### src/rtl/aluv_sched_pkg.sv
// Scheduler-local types and helpers shared by aluv_sched and its response FIFO.
// aluv command/dtype codes are not declared here; cmd and dtype are carried as opaque fields.
package aluv_sched_pkg;

    localparam int CMD_W   = 3;
    localparam int DTYPE_W = 3;
    localparam int STAT_W  = 16;

    typedef struct packed {
        logic gnt;
        logic id;
    } grant_t;

    // Round-robin pick: on contention rr_ptr names the winner, otherwise the lone requester wins.
    function automatic grant_t rr_pick(input logic v0, input logic v1, input logic rr_ptr);
        grant_t g;
        g.gnt = v0 | v1;
        g.id  = (v0 && v1) ? rr_ptr : v1;
        return g;
    endfunction

    function automatic logic [STAT_W-1:0] sat_inc(input logic [STAT_W-1:0] c);
        return (c == '1) ? c : c + 1'b1;
    endfunction

endpackage

### src/rtl/aluv_sched_fifo.sv
// In-order response FIFO with occupancy count; head data is raw and must be qualified by valid_o.
module aluv_sched_fifo
    import aluv_sched_pkg::*;
#(
    parameter int W     = 130,
    parameter int DEPTH = 4
) (
    input  logic                   clk,
    input  logic                   rst_n,
    input  logic                   push_i,
    input  logic [W-1:0]           push_data_i,
    input  logic                   pop_i,
    output logic                   valid_o,
    output logic [W-1:0]           head_o,
    output logic [$clog2(DEPTH):0] count_o
);

    localparam int AW = $clog2(DEPTH);
    localparam int CW = AW + 1;

    logic [W-1:0]  mem_q [DEPTH];
    logic [AW-1:0] wr_q, wr_d;
    logic [AW-1:0] rd_q, rd_d;
    logic [CW-1:0] cnt_q, cnt_d;

    // Power-of-two depth lets the pointers wrap by plain overflow.
    always_comb begin
        wr_d  = push_i ? wr_q + 1'b1 : wr_q;
        rd_d  = pop_i  ? rd_q + 1'b1 : rd_q;
        cnt_d = cnt_q + CW'(push_i) - CW'(pop_i);
    end

    always_ff @(posedge clk) begin
        if (!rst_n) begin
            wr_q  <= '0;
            rd_q  <= '0;
            cnt_q <= '0;
        end else begin
            wr_q  <= wr_d;
            rd_q  <= rd_d;
            cnt_q <= cnt_d;
        end
    end

    always_ff @(posedge clk) begin
        if (push_i) mem_q[wr_q] <= push_data_i;
    end

    assign valid_o = (cnt_q != '0);
    assign head_o  = mem_q[rd_q];
    assign count_o = cnt_q;

endmodule

### src/rtl/aluv_sched.sv
// Round-robin issue scheduler sharing one combinational aluv between two requesters.
// Optional ALUV_SCHED_STATS_EN adds saturating grant/stall counters.
module aluv_sched
    import aluv_sched_pkg::*;
#(
    parameter int DATA_W     = 128,
    parameter int FIFO_DEPTH = 4
) (
    input  logic               clk,
    input  logic               rst_n,
    input  logic               req0_valid,
    output logic               req0_ready,
    input  logic [CMD_W-1:0]   req0_cmd,
    input  logic [DTYPE_W-1:0] req0_dtype,
    input  logic [DATA_W-1:0]  req0_a,
    input  logic [DATA_W-1:0]  req0_b,
    input  logic               req1_valid,
    output logic               req1_ready,
    input  logic [CMD_W-1:0]   req1_cmd,
    input  logic [DTYPE_W-1:0] req1_dtype,
    input  logic [DATA_W-1:0]  req1_a,
    input  logic [DATA_W-1:0]  req1_b,
    output logic [DATA_W-1:0]  alu_operandA,
    output logic [DATA_W-1:0]  alu_operandB,
    output logic [CMD_W-1:0]   alu_command,
    output logic [DTYPE_W-1:0] alu_dtype,
    input  logic [DATA_W-1:0]  alu_result,
    input  logic               alu_iszero,
    output logic               rsp_valid,
    input  logic               rsp_ready,
    output logic               rsp_id,
    output logic [DATA_W-1:0]  rsp_result,
    output logic               rsp_iszero
`ifdef ALUV_SCHED_STATS_EN
    ,
    output logic [STAT_W-1:0]  stat_grant0,
    output logic [STAT_W-1:0]  stat_grant1,
    output logic [STAT_W-1:0]  stat_stall
`endif
);

    localparam int CW = $clog2(FIFO_DEPTH) + 1;
    localparam int EW = DATA_W + 2;

    logic               issue_v_q, issue_v_d;
    logic               issue_id_q, issue_id_d;
    logic               rr_q, rr_d;
    logic [DATA_W-1:0]  opa_q, opa_d;
    logic [DATA_W-1:0]  opb_q, opb_d;
    logic [CMD_W-1:0]   cmd_q, cmd_d;
    logic [DTYPE_W-1:0] dt_q, dt_d;

    logic [CW-1:0]      fifo_count;
    logic               fifo_valid;
    logic [EW-1:0]      fifo_head;
    logic               pop;
    logic [CW:0]        occ;
    logic               space;
    grant_t             grant;

    // Credit counts the op sitting in the issue stage, which lands in the FIFO next edge.
    assign pop   = rsp_valid & rsp_ready;
    assign occ   = {1'b0, fifo_count} + (CW+1)'(issue_v_q) - (CW+1)'(pop);
    assign space = occ < (CW+1)'(FIFO_DEPTH);
    assign grant = rr_pick(req0_valid & space & rst_n, req1_valid & space & rst_n, rr_q);

    assign req0_ready = grant.gnt & ~grant.id;
    assign req1_ready = grant.gnt &  grant.id;

    always_comb begin
        issue_v_d  = grant.gnt;
        issue_id_d = issue_id_q;
        rr_d       = rr_q;
        opa_d      = opa_q;
        opb_d      = opb_q;
        cmd_d      = cmd_q;
        dt_d       = dt_q;
        if (grant.gnt) begin
            issue_id_d = grant.id;
            rr_d       = ~grant.id;
            opa_d      = grant.id ? req1_a     : req0_a;
            opb_d      = grant.id ? req1_b     : req0_b;
            cmd_d      = grant.id ? req1_cmd   : req0_cmd;
            dt_d       = grant.id ? req1_dtype : req0_dtype;
        end
    end

    always_ff @(posedge clk) begin
        if (!rst_n) begin
            issue_v_q  <= 1'b0;
            issue_id_q <= 1'b0;
            rr_q       <= 1'b0;
            opa_q      <= '0;
            opb_q      <= '0;
            cmd_q      <= '0;
            dt_q       <= '0;
        end else begin
            issue_v_q  <= issue_v_d;
            issue_id_q <= issue_id_d;
            rr_q       <= rr_d;
            opa_q      <= opa_d;
            opb_q      <= opb_d;
            cmd_q      <= cmd_d;
            dt_q       <= dt_d;
        end
    end

    assign alu_operandA = opa_q;
    assign alu_operandB = opb_q;
    assign alu_command  = cmd_q;
    assign alu_dtype    = dt_q;

    aluv_sched_fifo #(
        .W     (EW),
        .DEPTH (FIFO_DEPTH)
    ) u_fifo (
        .clk         (clk),
        .rst_n       (rst_n),
        .push_i      (issue_v_q),
        .push_data_i ({issue_id_q, alu_iszero, alu_result}),
        .pop_i       (pop),
        .valid_o     (fifo_valid),
        .head_o      (fifo_head),
        .count_o     (fifo_count)
    );

    // Response fields read as zero whenever no valid head is presented, including during reset.
    assign rsp_valid = fifo_valid & rst_n;
    assign {rsp_id, rsp_iszero, rsp_result} = rsp_valid ? fifo_head : '0;

`ifdef ALUV_SCHED_STATS_EN
    logic [STAT_W-1:0] g0_q, g1_q, stall_q;

    always_ff @(posedge clk) begin
        if (!rst_n) begin
            g0_q    <= '0;
            g1_q    <= '0;
            stall_q <= '0;
        end else begin
            if (grant.gnt && !grant.id) g0_q <= sat_inc(g0_q);
            if (grant.gnt &&  grant.id) g1_q <= sat_inc(g1_q);
            if ((req0_valid || req1_valid) && !grant.gnt) stall_q <= sat_inc(stall_q);
        end
    end

    assign stat_grant0 = g0_q;
    assign stat_grant1 = g1_q;
    assign stat_stall  = stall_q;
`endif

endmodule
### config.mk
export PLATFORM = sky130hd
export DESIGN_NAME = aluv_sched
export DESIGN_NICKNAME = d
export VERILOG_FILES = /design/src/rtl/aluv_sched_pkg.sv /design/src/rtl/aluv_sched_fifo.sv /design/src/rtl/aluv_sched.sv
export SDC_FILE = /design/constraint.sdc
export NUM_CORES = 1
export LEC_CHECK = 0
export ABC_AREA = 1
export ABC_CLOCK_PERIOD_IN_PS = 4600
export CAP_MARGIN = 40
export CORE_AREA = 2 2 404 406
export CTS_CLUSTER_SIZE = 16
export DETAILED_ROUTE_END_ITERATION = 7
export DIE_AREA = 0 0 406 408
export PLACE_DENSITY_LB_ADDON = 0.15
export SYNTH_ARGS = -nofsm -noshare
export SYNTH_HDL_FRONTEND = slang
export SYNTH_HIERARCHICAL = 1
export SYNTH_SLANG_ARGS = --single-unit
### constraint.sdc
create_clock -name clk -period 4.6 [get_ports clk]
set_input_delay 0.92 -clock clk [delete_from_list [all_inputs] [get_ports clk]]
set_output_delay 0.92 -clock clk [all_outputs]
set_load 0.05 [all_outputs]
# --- Word level (Yosys, flattened, before mapping) ---
# Memories as Yosys holds them, arrays and structs flattened. A register that Yosys moved wholly into a read port is not among the register bits.
# Index checks and enable logic that the tools add are counted.
op_classes:
  add_sub_neg: 6
  magnitude_cmp: 1
  muxes: 10
  n_bitwise: 10
  n_reduce_logical: 2
ops:
  columns: ["cell", "count"]
  rows:
  - ["2-to-1 mux 128 bit", 2]
  - ["2-to-1 mux 130 bit", 1]
  - ["bitwise AND 1 bit", 8]
  - ["2-to-1 mux 3 bit", 2]
  - ["adder 2 x 1 -> 2 bit (second input constant)", 2]
  - ["adder 3 x 1 -> 4 bit", 1]
  - ["less-than comparator 4 x 3 -> 1 bit (second input constant)", 1]
  - ["2-to-1 mux 2 bit", 2]
  - ["subtractor 4 x 1 -> 4 bit", 1]
  - ["adder 3 x 1 -> 3 bit", 1]
  - ["2-to-1 mux 1 bit", 3]
  - ["nonzero test 3 bit", 1]
  - ["subtractor 3 x 1 -> 3 bit", 1]
  - ["logical AND 1 bit", 1]
  - ["NOT 1 bit", 1]
  - ["OR 1 bit", 1]
word_totals:
  register_bits: 272
  ram_bits: 520
  input_bits: 658
  output_inout_bits: 395
  word_cells: 40
  n_memories: 1
mem_list:
  columns: ["name", "depth", "width", "rd", "rd_clocked_by_memory_dff", "wr", "line_no", "text"]
  rows:
  - ["u_fifo.mem_q", 4, 130, 1, 1, 1, "aluv_sched_fifo.sv:21", "logic [W-1:0] mem_q [DEPTH];"]

# --- Logic depth before layout (Yosys ltp) ---
# Gate-level depths: netlist of the first run.
depth:
  word_depth: 11
  mapped_depth: 20
  mapped_depth_nobuf: 16

# --- Hierarchy ---
# Netlist of the first run, hierarchy kept.
by_module_without_submodules:
  columns: ["mod", "n_inst", "cells_per_inst", "area_per_inst_um2"]
  rows:
  - ["aluv_sched_fifo", 1, 1571, 20966.4]
  - ["aluv_sched", 1, 2587, 14787.9]

# --- Worst setup path after synthesis of the first run ---
# No wires, ideal clock.
synth_path:
  path_kind: "input to output"
  from: "input rst_n"
  to: "output req0_ready"
  arrival_ns: 3.158
  setup_slack_ns: 0.522
  cell_stages: 14
  n_path_buf: 4
  path_cell_list: "nand2_1 clkbuf_1 nor2_1 ha_1 inv_1 ha_1 nand3_1 nand2_1 o21ai_2 o211ai_1 buf_2 buf_6 buf_2 inv_1"
synth_via:
  elab_chain_cells: 10
  word_cells_on_any_way: 13
  cone_classes: "add/sub (1); order compare (1); mux (1); bitwise (9); reduce/logical (1)"
synth_rtl:
  columns: ["element", "line_no", "text"]
  rows:
  - ["from (decl)", "aluv_sched.sv:10", "input logic rst_n,"]
  - ["bitwise AND 1 bit *", "aluv_sched.sv:128", "assign rsp_valid = fifo_valid & rst_n;"]
  - ["bitwise AND 1 bit *", "aluv_sched.sv:62", "assign pop = rsp_valid & rsp_ready;"]
  - ["named net pop", "aluv_sched.sv:56", "logic pop;"]
  - ["subtractor 4 x 1 -> 4 bit *", "aluv_sched.sv:63", "assign occ = {1'b0, fifo_count} + (CW+1)'(issue_v_q) - (CW+1)'(pop);"]
  - ["less-than comparator 4 x 3 -> 1 bit *", "aluv_sched.sv:64", "assign space = occ < (CW+1)'(FIFO_DEPTH);"]
  - ["bitwise AND 1 bit (2 in series)", "aluv_sched.sv:65", "assign grant = rr_pick(req0_valid & space & rst_n, req1_valid & space & rst_n, rr_q);"]
  - ["logical AND 1 bit", "aluv_sched_pkg.sv:18", "g.id = (v0 && v1) ? rr_ptr : v1;"]
  - ["2-to-1 mux 1 bit", "aluv_sched_pkg.sv:18", null]
  - ["NOT 1 bit", "aluv_sched.sv:67", "assign req0_ready = grant.gnt & ~grant.id;"]
  - ["bitwise AND 1 bit *", "aluv_sched.sv:67", null]
  - ["to (decl)", "aluv_sched.sv:12", "output logic req0_ready,"]
# Mark *: on every way through the listed nets, which the timed path passes. The rest lies on a longest branch.

# --- Final worst setup path of the first run ---
# Same ends and word-level chain as after synthesis.

==> flow_metrics.py, run 1 <==
metrics = {
    "routing": {
        "wl_per_cell_um": 23.0,
        "dr.first_iter.drc_count": 2027,
        "ant_nets": 0,
        "dr.pass1.iters": 8,
        "via_count": 31800,
        "routed_via_density": 4.28,
        "totalWireLength_mm": 171,
        "drcViolationCount": 0,
    },
    "floorplan": {
        "die_area_um2": 166000,
        "start_util_pct": 22.1,
        "row_count": 148,
        "num_io_pins": 1053,
        "die_y_um": 408,
        "die_w_um": 406,
        "core_um2": 162000,
    },
    "clocking": {
        "htreeDepth": 3,
        "cts_buffers": 98,
        "clk_pin_slew_ns": 0.05,
        "clkLatencyLatePin_ns": 0.70,
        "cts_setup_buffers": 0,
        "cts_root_buf": "clkbuf_16",
        "cts_resized": 0,
        "clock-sinks": 794,
        "clockBufferDepth": 3,
        "cts_tree": "yes",
        "hold_buffers": 0,
    },
    "global_routing": {
        "grt_pass1_vias": 30000,
        "overflow": 0,
        "grt_pass1_wl_mm": 233,
        "grt_max_degree": 152,
        "antenna_found_initial": 133,
        "track_usage_pct": 19.8,
    },
    "finish": {
        "drive_gt1_share_pct": 7.26,
        "num-nets-final": 5799,
        "areaGrowthSynthToFinish_pct": 48.1,
    },
    "synthesis": {
        "syn_avg_cell_area_um2": 8.60,
        "synth-xor-area-share_pct": 0,
        "synth_area_leader_cell": "edfxtp_1",
        "yosysMostFrequentCell": "nor2_1",
        "syn-instance-count": 4158,
        "ys_seq_area_share_pct": 59.0,
        "ys_ff_latch": 794,
        "async_flop_share_pct": 0,
        "synth_top_flop_cell": "edfxtp_1",
        "synth_edf_count": 520,
        "synth.top_cells.by_count": "919 x nor2_1, 804 x nand2_1, 683 x inv_1",
        "synth-compound-area-share_pct": 6.60,
        "synth_top_area_share_pct": 43.7,
        "synth_area_um2": 35800,
        "synth_top_family_by_area": "simple AND/OR/NAND/NOR gates",
        "synthTopCellsByArea": "edfxtp_1 44%, dfxtp_1 15%, nor2_1 9.6%",
        "synth.distinct_cells": 23,
        "yosysWarnings": 6,
        "synthAdderAreaFrac_pct": 0.371,
        "synth-simple-area-share_pct": 22.7,
        "synth.area.mux_share_pct": 0,
        "syn_nets": 4826,
    },
    "critical_path": {
        "cp.required_ns": 3.68,
        "r2r_end": "alu_operandB[75]",
        "endpoint_kind": "output pin",
        "crit_fanout": 4,
        "reg2reg_from": "u_fifo/count_o[2]",
        "arrival_ns": 3.09,
        "worstSetupStartpointType": "primary input",
        "reg2reg_depth": 18,
        "timing.critical_path.from": "rst_n",
        "critPathKind": "primary input to output pin",
        "r2r_setup_slack_ns": 1.22,
    },
    "sta": {
        "fmax_ghz": 0.249,
        "rsz0062_at_grt": "no",
        "fin_crit_sh_pct": 87.2,
        "period_minus_slack_ns": 4.01,
        "finalHoldViolCount": 0,
        "finalSetupViolations": 0,
        "skew_ns": 0.0469,
        "post-route-worst-setup-slack_ns": 0.588,
        "slew_viol_final": 0,
        "worst_pin_slew_ns": 0.908,
        "relSlewSlack_pct": 39.4,
        "setup_tns_ns": 0,
    },
    "flow_run": {
        "maxCapViolCount": 0,
    },
    "pwr": {
        "power_density_nw_per_um2": 567,
        "peakVddDrop_mv": 0.750,
        "leakagePower_uw": 0.0222,
    },
    "worst_hold_path": {
        "hold_class": "flop to flop",
        "min_path_cells": 2,
        "worstHoldStart": "u_fifo/rd_q[1]",
    },
    "placement": {
        "dp_slack_ns": 0.467,
        "hpwl_mm": 125,
        "place_congestion": 0.880,
        "portBuffers": 1052,
    },
    "run_status": {
        "status": "complete, no violations",
    },
}
[layer usage]
metal  global-route usage [%]  up-vias  routed length, um
li1                         -    15300                  -
met1                     24.6    15000              71700
met2                     31.0     1071              77700
met3                     7.27      317              15700
met4                     7.51       72               5090
met5                        0        -                447
[metrics by stage]
| step | power (uW) | utilization, % | hold WS (ns) | cell area [um^2] | std cells |
|---|---|---|---|---|---|
| global route | 31600 | 32.7 | 0.485 | 52900 | 7413 |
| CTS | 30500 | 32.7 | 0.457 | 52900 | 7384 |
| global placement | 22500 | 30.7 | 0.446 | 49600 | 7202 |
| floorplan | 17100 | - | 0.436 | 35800 | 4158 |
| detailed placement | 22600 | 30.7 | 0.449 | 49700 | 7206 |
| finish | 30000 | 32.8 | 0.452 | 53000 | 7427 |
[worst max-delay path, stage by stage]
cell             delay (ns)
clkdlybuf4s50_1        0.53
nand2_4                0.07
nor2_1                 0.15
ha_1                   0.18
inv_1                  0.04
ha_1                   0.26
nand3_1                0.08
nand2_1                0.10
o21ai_4                0.25
o211ai_1               0.20
inv_1                  0.14
buf_12                 0.15
[worst max path at each step]
stage / to / slack [ns] / cells past startpoint
after floorplan: req0_ready / 0.52 / 14
after global placement: alu_operandB[16] / 0.52 / 17
after detailed placement: alu_operandA[109] / 0.47 / 17
after CTS: req0_ready / 0.52 / 12
after global routing: req0_ready / 0.40 / 13
final: req0_ready / 0.59 / 12
[registers in the layout, summed over array words and instances (netlist names), named ones only]
signal	count
rr_q	1
alu_command	3
alu_operandA	128
u_fifo/count_o	3
u_fifo/mem_q	520
issue_id_q	1
u_fifo/wr_q	2
u_fifo/rd_q	2
alu_dtype	3
alu_operandB	128
issue_v_q	1
[power by group]
part | internal (uW) | leakage (uW) | total (uW) | switching [uW]
combinational | 4220 | 0.0137 | 13000 | 8800
clock | 4390 | 0.00154 | 7680 | 3290
sequential | 8800 | 0.00696 | 9310 | 506
[area by class of cell]
| class | instances | area [um^2] |
|---|---|---|
| Inverter | 684 | 2600 |
| Fill cell | 17000 | 109000 |
| Tap cell | 2175 | 2720 |
| Antenna cell | 43 | 108 |
| Multi-Input combinational cell | 2405 | 10700 |
| Sequential cell | 794 | 21100 |
| Clock buffer | 133 | 2690 |
| Clock inverter | 45 | 497 |
| Timing Repair Buffer | 1148 | 12600 |
[cell families after synthesis]
family / after synthesis
compound gates: 405
flops: 794
fa+ha+maj: 10
buf+inv: 959
simple gates: 1990
[layout by cell type, fill, tap and decap left out, types with 2 or more instances in the layout]
cell type        instances
dfxtp_1                272
o21ai_0                 54
nor2_1                 919
bufinv_16                5
clkinv_2                12
ha_1                     9
clkbuf_8                10
a21oi_1                137
o211ai_1               131
edfxtp_1               520
buf_4                   98
clkbuf_1                24
inv_6                    4
o21ai_1                 80
nand3_1                  5
nand2_1                802
nand2_4                  2
inv_8                    2
dfxtp_4                  2
nand4_1                262
o21ai_4                  2
buf_12                 127
inv_1                  677
diode_2                 43
clkinv_1                18
clkinv_16                6
clkbuf_16               98
clkdlybuf4s50_1        919
buf_16                   4
Power figures use the tool's default switching activity.
==> inputs of run 2 (changes only) <==
- ABC_AREA: 1 -> default
- CORE_AREA: 2 2 404 406 -> 2 2 407 409
- DIE_AREA: 0 0 406 408 -> 0 0 409 411
==> run 2 against run 1 <==
  * Cell area decreased by 10%
  * Largest power group unchanged
  * Maximum frequency decreased by 6.0%
  * Combinational power increased by 6%
  * Setup slack got worse by 0.25 ns
  * Clock skew decreased by 0.011 ns
  * Sequential share of layout area increased by 4.6 points
==> flow_metrics.py, run 2 <==
metrics = {
    "run_status": {
        "status": "complete, no violations",
    },
    "critical_path": {
        "slowest_stage": "or3_4",
        "critical-path-max-stage-delay_ns": 0.41,
        "crit_top_cell": "ha_1",
        "critPathKind": "flop to output pin",
        "crit_fanout": 5,
        "crit_family": "simple AND/OR/NAND/NOR gates",
        "endpoint_kind": "output pin",
        "r2r_setup_slack_ns": 1.14,
        "worstSetupStartpointType": "flop",
        "path_buf_inv": 2,
        "cp.required_ns": 3.68,
        "arrival_ns": 3.35,
        "path_cells": "or3_4, and3_1, ha_1, inv_1, ha_1, and3b_1, nor4_4, o21ai_4, a211oi_2, buf_12",
    },
    "routing": {
        "dr.pass1.iters": 8,
        "dr.first_iter.drc_count": 2125,
        "totalWireLength_mm": 184,
        "wl_per_cell_um": 35.4,
        "routed_via_density": 4.51,
        "ant_nets": 0,
        "via_count": 23400,
        "drcViolationCount": 0,
    },
    "clocking": {
        "clock-sinks": 794,
        "cts_root_buf": "clkbuf_16",
        "cts_tree": "yes",
        "cts_setup_buffers": 0,
        "clk_pin_slew_ns": 0.06,
        "hold_buffers": 0,
        "cts_resized": 0,
        "clkLatencyLatePin_ns": 0.73,
        "cts_buffers": 99,
        "htreeDepth": 3,
        "clockBufferDepth": 3,
    },
    "placement": {
        "portBuffers": 1052,
        "place_congestion": 1.01,
        "hpwl_mm": 143,
        "placedInstanceArea_um2": 44000,
    },
    "synthesis": {
        "ys_ff_latch": 794,
        "synth_area_leader_cell": "edfxtp_1",
        "synth_edf_count": 520,
        "async_flop_share_pct": 0,
        "synth_area_um2": 30800,
        "yosysMostFrequentCell": "edfxtp_1",
        "synth.distinct_cells": 37,
        "yosysWarnings": 6,
        "synth_top_family_by_area": "compound AO/OA/AOI/OAI gates",
        "syn-instance-count": 1821,
        "synth_top_area_share_pct": 50.7,
        "synth_top_flop_cell": "edfxtp_1",
        "ys_seq_area_share_pct": 68.5,
        "synth-compound-area-share_pct": 14.6,
        "synth.top_cells.by_count": "520 x edfxtp_1, 274 x dfxtp_1, 262 x a22oi_1",
        "synthAdderAreaFrac_pct": 0.430,
        "synth.area.mux_share_pct": 9.54,
        "syn_nets": 2489,
        "synth-simple-area-share_pct": 3.14,
        "synthTopCellsByArea": "edfxtp_1 51%, dfxtp_1 18%, mux4_2 9.5%",
        "synth-xor-area-share_pct": 0.187,
        "syn_avg_cell_area_um2": 16.9,
    },
    "global_routing": {
        "grt_use_met1_pct": 23.1,
        "antenna_found_initial": 150,
        "grt_max_degree": 139,
        "met3_usage_pct": 6.76,
        "overflow": 0,
        "track_usage_pct": 21.1,
        "grt_pass1_wl_mm": 239,
        "grt-busiest-layer": "met2",
        "grtUsageMet2_pct": 37.7,
        "grt_pass1_vias": 23800,
    },
    "sta": {
        "setup_tns_ns": 0,
        "relSlewSlack_pct": 39.4,
        "period_minus_slack_ns": 4.27,
        "finalHoldViolCount": 0,
        "finalSetupViolations": 0,
        "skew_ns": 0.0360,
        "rsz0062_at_grt": "no",
        "slew_viol_final": 0,
        "worst_pin_slew_ns": 0.909,
        "fmax_ghz": 0.234,
        "fin_crit_sh_pct": 92.7,
    },
    "pwr": {
        "leakagePower_uw": 0.0157,
        "power_density_nw_per_um2": 671,
        "peakVddDrop_mv": 0.515,
    },
    "floorplan": {
        "num_io_pins": 1053,
        "row_count": 149,
        "die_w_um": 409,
        "core_um2": 164000,
        "start_util_pct": 18.8,
        "die_y_um": 411,
        "die_area_um2": 168000,
    },
    "finish": {
        "num-fill-cells": 16500,
        "most-common-layout-cells": "1046 x clkdlybuf4s50_1, 520 x edfxtp_1, 272 x dfxtp_1",
        "largest_reg_flops": 520,
        "top_register": "u_fifo/mem_q",
        "num-nets-final": 3532,
        "final_common_cell": "clkdlybuf4s50_1",
        "areaGrowthSynthToFinish_pct": 54.0,
        "drive_gt1_share_pct": 13.2,
        "postLayoutCellArea_um2": 47400,
    },
    "flow_run": {
        "maxCapViolCount": 0,
    },
    "worst_hold_path": {
        "hold_class": "flop to flop",
    },
}
run 2: cell count changes after synthesis, moves of 243 or more:
cell / change
nand4_1: -262
a22oi_1: +262
nand2_1: -804
inv_1: -668
o2bb2ai_1: +243
nor2_1: -910
run 2: layout make-up:
cell class                 count  area (um^2)  share of cell area (%)
clock inverter                57          627                    1.32
tap                         2189         2740                    5.77
sequential                   794        21100                    44.5
multi-input combinational    838         8650                    18.2
timing repair buffer        1116        11500                    24.2
antenna                       50          125                   0.264
inverter                      15         56.3                   0.119
clock buffer                 127         2670                    5.64
run 2: per-stage QoR:
stage	hold slack, ns	setup WS (ns)	instances	power (uW)	utilization [%]
after floorplan	0.452	0.0456	1821	18400	-
after global placement	0.443	0.285	4946	24000	26.8
after detailed placement	0.445	0.274	4952	24200	26.9
after CTS	0.465	0.211	5136	32300	28.9
after global routing	0.475	0.125	5160	33100	28.9
final	0.461	0.335	5186	31900	28.9
run 2: final timing paths:
check	startpoint	endpoint	cells past startpoint
setup / recovery	u_fifo/count_o[2]	req0_ready	10
hold / removal	alu_operandB[29]	alu_operandB[29]	1
setup reg to reg	u_fifo/count_o[2]	alu_operandA[112]	12
hold reg to reg	alu_operandB[29]	alu_operandB[29]	1
run 2: logic make-up after synthesis:
kind of cell    Yosys count
xor+xnor                  4
buf+inv                 189
fa+ha+maj                10
simple gates            155
mux                     131
compound gates          538
flops                   794
run 2: metal layers:
metal	wire length (um)	up-vias
met5	232	-
met4	9430	36
met3	14600	409
met2	92800	1176
met1	66700	12000
li1	-	9749
run 2: report_power, final:
| part | switching (uW) | internal [uW] |
|---|---|---|
| clock | 3290 | 4680 |
| sequential | 815 | 9290 |
| combinational | 9280 | 4490 |
